$ cat config.mk
export PLATFORM = sky130hd
export DESIGN_NAME = kmkz_ahb_arbiter
export DESIGN_NICKNAME = d
export VERILOG_FILES = /design/src/rtl/kmkz_ahb_arbiter.sv
export SDC_FILE = /design/constraint.sdc
export NUM_CORES = 1
export LEC_CHECK = 0
export CAP_MARGIN = 20
export CORE_MARGIN = 5
export CORE_UTILIZATION = 25
export CTS_BUF_LIST = sky130_fd_sc_hd__clkbuf_4
export DETAILED_ROUTE_END_ITERATION = 10
export HOLD_SLACK_MARGIN = 0.1
export PLACE_DENSITY_LB_ADDON = 0.05
export SYNTH_ARGS = -nofsm -noshare
export SYNTH_HDL_FRONTEND = slang
export SYNTH_SLANG_ARGS = --single-unit
$ cat constraint.sdc
create_clock -name clk -period 4.75 [get_ports clk]
set_clock_uncertainty 0.2 [all_clocks]
set_input_delay 0.7125 -clock clk [delete_from_list [all_inputs] [get_ports clk]]
set_output_delay 0.7125 -clock clk [all_outputs]
set_load 0.01 [all_outputs]
$ cat src/rtl/kmkz_ahb_arbiter.sv
`default_nettype none
// ============================================================================
// Module   : kmkz_ahb_arbiter
// Brief    : Shares one AHB-Lite master port between the I and D requesters,
//            re-issuing each registered request as a SINGLE/NONSEQ transfer.
// Revision : 1.0 - initial release
// ============================================================================
module kmkz_ahb_arbiter #(
    parameter int ADDR_W = 32,
    parameter int DATA_W = 32,
    parameter int PRIO_D = 1
) (
    input  logic              clk,
    input  logic              rst,
    input  logic [ADDR_W-1:0] haddr_i,
    input  logic [1:0]        htrans_i,
    input  logic              hwrite_i,
    input  logic [2:0]        hsize_i,
    input  logic [2:0]        hburst_i,
    input  logic [3:0]        hprot_i,
    input  logic              hmastlock_i,
    input  logic [DATA_W-1:0] hwdata_i,
    output logic [DATA_W-1:0] hrdata_i,
    output logic              hready_i,
    output logic              hresp_i,
    input  logic [ADDR_W-1:0] haddr_d,
    input  logic [1:0]        htrans_d,
    input  logic              hwrite_d,
    input  logic [2:0]        hsize_d,
    input  logic [2:0]        hburst_d,
    input  logic [3:0]        hprot_d,
    input  logic              hmastlock_d,
    input  logic [DATA_W-1:0] hwdata_d,
    output logic [DATA_W-1:0] hrdata_d,
    output logic              hready_d,
    output logic              hresp_d,
    output logic [ADDR_W-1:0] haddr_m,
    output logic [1:0]        htrans_m,
    output logic              hwrite_m,
    output logic [2:0]        hsize_m,
    output logic [2:0]        hburst_m,
    output logic [3:0]        hprot_m,
    output logic              hmastlock_m,
    output logic [DATA_W-1:0] hwdata_m,
    input  logic [DATA_W-1:0] hrdata_m,
    input  logic              hready_m,
    input  logic              hresp_m
);

    typedef enum logic [1:0] {
        ST_IDLE = 2'd0,
        ST_PEND = 2'd1,
        ST_DATA = 2'd2
    } state_t;

    localparam logic [1:0] c_htrans_idle   = 2'b00;
    localparam logic [1:0] c_htrans_nonseq = 2'b10;
    localparam logic       c_prio_port     = (PRIO_D != 0);

    // Index 0 is the I port, index 1 is the D port.
    logic [1:0][ADDR_W-1:0] w_req_addr;
    logic [1:0][1:0]        w_req_trans;
    logic [1:0]             w_req_write;
    logic [1:0][2:0]        w_req_size;
    logic [1:0][3:0]        w_req_prot;
    logic [1:0]             w_req_lock;

    state_t            r_state [2];
    logic [ADDR_W-1:0] r_addr  [2];
    logic [2:0]        r_size  [2];
    logic [3:0]        r_prot  [2];
    logic [1:0]        r_write;
    logic [1:0]        r_lock;

    logic [1:0]        w_cand;
    logic [1:0]        w_port_ready;
    logic [1:0]        w_accept;
    logic [1:0]        w_issue;
    logic              w_gnt_vld;
    logic              w_gnt;
    logic              r_lk_vld;
    logic              r_lk_port;

    logic [ADDR_W-1:0] r_hold_addr;
    logic              r_hold_write;
    logic [2:0]        r_hold_size;
    logic [3:0]        r_hold_prot;
    logic              r_hold_lock;

    logic              w_unused_ok;

    assign w_req_addr  = {haddr_d, haddr_i};
    assign w_req_trans = {htrans_d, htrans_i};
    assign w_req_write = {hwrite_d, hwrite_i};
    assign w_req_size  = {hsize_d, hsize_i};
    assign w_req_prot  = {hprot_d, hprot_i};
    assign w_req_lock  = {hmastlock_d, hmastlock_i};

    // Burst type and the low HTRANS bit (SEQ vs NONSEQ, BUSY vs IDLE) carry no meaning here.
    assign w_unused_ok = ^{hburst_i, hburst_d, htrans_i[0], htrans_d[0]};

    assign w_cand       = {r_state[1] == ST_PEND, r_state[0] == ST_PEND};
    assign w_port_ready = {(r_state[1] == ST_IDLE) | ((r_state[1] == ST_DATA) & hready_m),
                           (r_state[0] == ST_IDLE) | ((r_state[0] == ST_DATA) & hready_m)};
    assign w_accept     = w_port_ready & {w_req_trans[1][1], w_req_trans[0][1]};

    // A stalled address phase keeps its grant, so priority cannot pre-empt it.
    always_comb begin
        w_gnt_vld = 1'b0;
        w_gnt     = 1'b0;
        if (r_lk_vld) begin
            w_gnt_vld = 1'b1;
            w_gnt     = r_lk_port;
        end else if (&w_cand) begin
            w_gnt_vld = 1'b1;
            w_gnt     = c_prio_port;
        end else if (w_cand[1]) begin
            w_gnt_vld = 1'b1;
            w_gnt     = 1'b1;
        end else if (w_cand[0]) begin
            w_gnt_vld = 1'b1;
            w_gnt     = 1'b0;
        end
    end

    assign w_issue = {w_gnt_vld &  w_gnt & hready_m,
                      w_gnt_vld & ~w_gnt & hready_m};

    always_ff @(posedge clk or posedge rst) begin
        if (rst) begin
            for (int p = 0; p < 2; p++) begin
                r_state[p] <= ST_IDLE;
                r_addr[p]  <= '0;
                r_size[p]  <= '0;
                r_prot[p]  <= '0;
            end
            r_write <= '0;
            r_lock  <= '0;
        end else begin
            for (int p = 0; p < 2; p++) begin
                if (w_accept[p]) begin
                    r_state[p] <= ST_PEND;
                    r_addr[p]  <= w_req_addr[p];
                    r_size[p]  <= w_req_size[p];
                    r_prot[p]  <= w_req_prot[p];
                    r_write[p] <= w_req_write[p];
                    r_lock[p]  <= w_req_lock[p];
                end else if (w_issue[p]) begin
                    r_state[p] <= ST_DATA;
                end else if ((r_state[p] == ST_DATA) && hready_m) begin
                    r_state[p] <= ST_IDLE;
                end
            end
        end
    end

    always_ff @(posedge clk or posedge rst) begin
        if (rst) begin
            r_lk_vld     <= 1'b0;
            r_lk_port    <= 1'b0;
            r_hold_addr  <= '0;
            r_hold_write <= 1'b0;
            r_hold_size  <= '0;
            r_hold_prot  <= '0;
            r_hold_lock  <= 1'b0;
        end else begin
            r_lk_vld     <= w_gnt_vld & ~hready_m;
            r_lk_port    <= w_gnt;
            r_hold_addr  <= haddr_m;
            r_hold_write <= hwrite_m;
            r_hold_size  <= hsize_m;
            r_hold_prot  <= hprot_m;
            r_hold_lock  <= hmastlock_m;
        end
    end

    // Without a winner the address bus parks on its last value.
    assign htrans_m    = w_gnt_vld ? c_htrans_nonseq : c_htrans_idle;
    assign haddr_m     = w_gnt_vld ? r_addr[w_gnt]   : r_hold_addr;
    assign hwrite_m    = w_gnt_vld ? r_write[w_gnt]  : r_hold_write;
    assign hsize_m     = w_gnt_vld ? r_size[w_gnt]   : r_hold_size;
    assign hprot_m     = w_gnt_vld ? r_prot[w_gnt]   : r_hold_prot;
    assign hmastlock_m = w_gnt_vld ? r_lock[w_gnt]   : r_hold_lock;
    assign hburst_m    = 3'b000;

    always_comb begin
        hwdata_m = '0;
        if (r_state[1] == ST_DATA) begin
            hwdata_m = hwdata_d;
        end else if (r_state[0] == ST_DATA) begin
            hwdata_m = hwdata_i;
        end
    end

    assign hrdata_i = hrdata_m;
    assign hrdata_d = hrdata_m;
    assign hready_i = w_port_ready[0];
    assign hready_d = w_port_ready[1];
    assign hresp_i  = (r_state[0] == ST_DATA) & hresp_m;
    assign hresp_d  = (r_state[1] == ST_DATA) & hresp_m;

endmodule
`default_nettype wire

# Word level (Yosys, flattened, before mapping)

Cells that the tools add are included.

Register bits after elaboration: 129
Output and inout bits: 146
Word-level logic and storage cells: 81

Bitwise operators: 15
Reductions and logical operators: 7
Multiplexer cells: 34
Eq/ne operators: 4
$lt $le $gt $ge: 2

Operators with widths:

| kind                 | number |
|---|---|
| $mux W32             | 6 |
| $mux W4              | 4 |
| $mux W2              | 7 |
| $mux W1              | 13 |
| $mux W3              | 4 |
| $and A1 B1 Y1        | 9 |
| $reduce_bool A3 Y1   | 2 |
| $eq A2 B1 Y1 const B | 2 |
| $eq A2 B2 Y1 const B | 2 |
| $logic_not A2 Y1     | 2 |
| $and A2 B2 Y2        | 1 |
| $ge A2 B2 Y1 const B | 1 |
| $logic_and A1 B1 Y1  | 2 |
| $lt A1 B2 Y1 const B | 1 |
| $not A1 Y1           | 2 |
| $not A1 Y2           | 1 |
| $or A1 B1 Y1         | 2 |
| $reduce_and A2 Y1    | 1 |

# Depth between registers and ports, before layout

Word-level depth: 9
Mapped depth: 8

# Worst setup path before layout

OpenSTA, ideal clock, no wires.

Kind: register to output
From: reg r_lk_vld
To: out haddr_m[31]
Arrival: 1.608 ns
Required time: 3.838 ns
Path slack: 2.230 ns
Stages on the path, launching flop included: 6
Cells stage by stage: dfrtp_1 -> and2_1 -> buf_2 -> or2_0 -> buf_2 -> o311ai_0

Longest elaborated chain between the ends: 6
Elaborated cells between the ends (all ways): 7

RTL lines:

| item                                        | RTL line | RTL |
|---|---|---|
| from (decl)                                 | 81       | `logic r_lk_vld;` |
| from (signal assigned)                      | 167      | `r_lk_vld <= w_gnt_vld & ~hready_m;` |
| $mux W1                                     | 111      | `if (r_lk_vld) begin` |
| $not A1 Y2 (not written as such)            | 179      | `assign haddr_m = w_gnt_vld ? r_addr[w_gnt] : r_hold_addr;` |
| $mux W32 (not written as such) (3 in a row) | 179      |  |
| $mux W32 *                                  | 179      |  |
| to (decl)                                   | 37       | `output logic [ADDR_W-1:0] haddr_m,` |

Every way passes the cells marked *; elsewhere a longest branch is shown, timed or not. The select of a mux whose other input is x is not followed.

# Worst setup path in the final report

From: reg r_state[0] (netlist name)
To: out hsize_m[0]

Longest elaborated chain between the ends: 9
Elaborated cells between the ends (all ways): 13

RTL lines:

| item                                                | RTL line | RTL |
|---|---|---|
| from (decl)                                         | 68       | `state_t r_state [2];` |
| from (signal, indexed assignment)                   | 132      | `r_state[p] <= ST_IDLE;` |
| from (signal, indexed assignment)                   | 142      | `r_state[p] <= ST_PEND;` |
| from (signal, indexed assignment)                   | 149      | `r_state[p] <= ST_DATA;` |
| $eq A2 B1 Y1 *                                      | 102      | `assign w_cand = {r_state[1] == ST_PEND, r_state[0] == ST_PEND};` |
| $mux W1 / $reduce_and A2 Y1 (equally long branches) | 117, 114 |  |
| $mux W1                                             | 114      | `end else if (&w_cand) begin` |
| $mux W1                                             | 111      |  |
| $not A1 Y2 (not written as such)                    | 181      | `assign hsize_m = w_gnt_vld ? r_size[w_gnt] : r_hold_size;` |
| $mux W3 (not written as such) (3 in a row)          | 181      |  |
| $mux W3 *                                           | 181      |  |
| to (decl)                                           | 40       | `output logic [2:0] hsize_m,` |

Marked as above.

==> impl_metrics.toml <==
[route]
wire_per_inst_um = 23.3
first_iter_violations = 154
vias = 4984
drtPass1Iterations = 4
drc = 0
drt_wl_total_um = 24700
via_per_inst = 4.70
antenna_left = 0

[pwr]
peakVddDrop_v = 0.000354
seqPwrFrac = 0.289
combPwrFrac = 0.592
power.density_nw_per_um2 = 734
switching_share = 0.396
power.leakage_nw = 3.64
p_switching_mw = 2.65
internal-power_mw = 4.05
p_clk_frac = 0.119

[sta]
hold_viol_final = 0
fin_setup_tns_ns = 0
fin_crit_sh = 0.843
fin_ws_ns = 0.745
report.final.slew_viol_count = 0
tightest_slew_ns = 1.09
fin_crit_ns = 4.01
fmax_mhz = 250
slew_headroom = 0.269
grt_setup_unrepaired = "false"
setup_viol = 0

[floorplanning]
core_area_um2 = 26200
die_w_um = 174
initial_utilization = 0.255
io_pins = 338
dieArea_um2 = 30100
rows = 59
die_y_um = 174

[logic_synthesis]
synth_common_cells = "129 x dfrtp_1, 81 x buf_4, 75 x mux2_2, 46 x inv_1, 42 x o21ai_0"
yosysMostFrequentCell = "dfrtp_1"
synth_edf_count = 0
synth_top_area_share = 0.482
ys_seq_area_frac = 0.482
synthTopCellsByArea = "dfrtp_1 48%, mux2_2 13%, o311ai_2 9.5%"
async_flop_share = 1.00
ys_seq_elements = 129
syn_area_per_cell_um2 = 11.9
synth_largest_area_cell = "dfrtp_1"
yosysWarnings = 0
syn-cell-area_um2 = 6690
synthFlopType = "dfrtp_1"
ys_types = 29
netlist_instances = 562

[clock_network]
cts_tree = "yes"
cts-buffers-inserted = 17
htreeDepth = 4
clkLatencyLatePin_ns = 0.52
clk_path_buf_depth = 2
cts_hold_buf = 0
postCtsResizedCells = 0
cts_sinks = 129
clk_pin_slew_ns = 0.11
root_buffer = "clkbuf_4"
postCtsSetupBuffers = 0

[grt]
met1_usage = 0.179
grt_pass1_wl_um = 36600
grt_pass1_vias = 5446
antenna_found_initial = 3
met2_usage = 0.297
grt_max_degree = 91
grt_use_total = 0.162
overflow = 0
busiest_layer = "met2"
met3_usage = 0.0443

[worst_setup_path]
cpMaxStageDelayCell = "clkdlybuf4s50_1"
crit_path_cell_trace = "nor3b_4 > or2_2 > buf_4 > o311ai_2 > clkdlybuf4s50_1"
critical_path.max_fanout = 20
cp.required_ns = 3.84
reg2regPathDepth = 4
rr_startpoint = "r_state[2]"
r2r-end = "r_hold_addr[19]"
cp.arrival_ns = 3.09
end_kind = "output pin"
crit_buf_inv = 2
slowest_delay_ns = 0.70
cp-start-kind = "flop"
crit_type = "reg2out"
r2r_slack_ns = 2.40
path_delay_family = "buffers and inverters"

[run]
cap_violations = 0

[placement]
dp_slack_ns = 1.25
portBuffers = 229
dp_hpwl_um = 17200
gp_congestion = 0.730

[layout]
fin_nets = 903
areaGrowthSynthToFinish_pct = 36.2
drive_gt1_frac = 0.236

[hold_path]
worstHoldStart = "r_addr[34]"
hold_class = "reg2reg"
whs_path_depth = 1
hold_end = "r_addr[34]"

[run_status]
outcome = "finished clean"
[cell families after synthesis]
kind of cell           after synthesis  share of synthesized area
buffers and inverters              164                      0.140
DFF                                129                      0.482
AOI/OAI and AO/OA                  120                      0.176
muxes                               82                      0.138
and+or+nand+nor                     66                     0.0630
other                                1                   0.000560
[per-layer routing]
metal,share of wire,up-vias
met3,0.057,59
met5,0.00053,-
met4,0.027,2
li1,-,2262
met1,0.38,2501
met2,0.54,160
[area by class of cell]
class	count	area, um^2
fillers	2646	17100
flip-flops and latches	129	3230
multi-input cells	272	2580
repair buffers	245	2410
well taps	335	419
inverters	46	178
clock inverters	14	165
clock buffers	18	135
diodes	2	5.00
[sequential cells by signal, summed over array words and instances, names as in the netlist]
register      count
r_lock            2
r_lk_port         1
r_state           4
r_hold_write      1
r_hold_addr      32
r_lk_vld          1
r_addr           64
r_prot            8
r_hold_prot       4
r_size            6
r_hold_size       3
r_hold_lock       1
r_write           2
[per-stage QoR]
step | cell area [um^2] | std cells | hold WS [ns] | utilization | total power, mW
global placement | 8810 | 1027 | 0.273 | 0.336 | 5.96
finish | 9120 | 1061 | 0.301 | 0.348 | 6.70
CTS | 9110 | 1059 | 0.311 | 0.348 | 6.86
detailed placement | 8810 | 1027 | 0.279 | 0.336 | 6.01
global route | 9120 | 1061 | 0.324 | 0.348 | 7.17
floorplan | 6700 | 565 | 0.258 | - | 4.19
[worst max-delay path by stage]
stage,startpoint,endpoint,slack (ns),depth (start not counted)
2_1_floorplan,rst,r_addr[0],0.40,1
3_3_place_gp,r_state[0],hsize_m[1],1.27,5
3_5_place_dp,r_lk_vld,hsize_m[1],1.25,5
4_1_cts,r_state[0],hsize_m[1],0.62,5
5_1_grt,r_state[0],hsize_m[1],0.52,5
6_report,r_state[0],hsize_m[0],0.74,5
[power groups by stage]
stage	logic, mW	registers [mW]	clock network [mW]
2_1_floorplan	2.33	1.86	0
3_3_place_gp	4.02	1.94	0
3_5_place_dp	4.05	1.96	0
4_1_cts	4.07	1.94	0.846
5_1_grt	4.28	1.99	0.892
6_report	3.96	1.93	0.799
[placed cells by master (no fill, tap or decap), types with 2 or more instances in the layout]
cell type / netlist / final
a22o_1: 32 / 32
and2_1: 3 / 2
buf_4: 81 / 16
bufinv_16: 0 / 3
clkbuf_4: 0 / 18
clkdlybuf4s50_1: 0 / 229
clkinv_1: 0 / 3
clkinv_2: 0 / 2
clkinv_4: 0 / 3
clkinvlp_4: 0 / 3
conb_1: 1 / 4
dfrtp_1: 129 / 129
diode_2: 0 / 2
inv_1: 46 / 44
inv_6: 0 / 2
mux2_1: 7 / 7
mux2_2: 75 / 75
nand2b_1: 4 / 2
nand2b_2: 0 / 2
nand4_1: 41 / 41
nor2_1: 6 / 6
nor2b_1: 3 / 2
nor3b_4: 0 / 4
o21ai_0: 42 / 42
o311ai_2: 39 / 39
(Power assumes the default switching activity.)
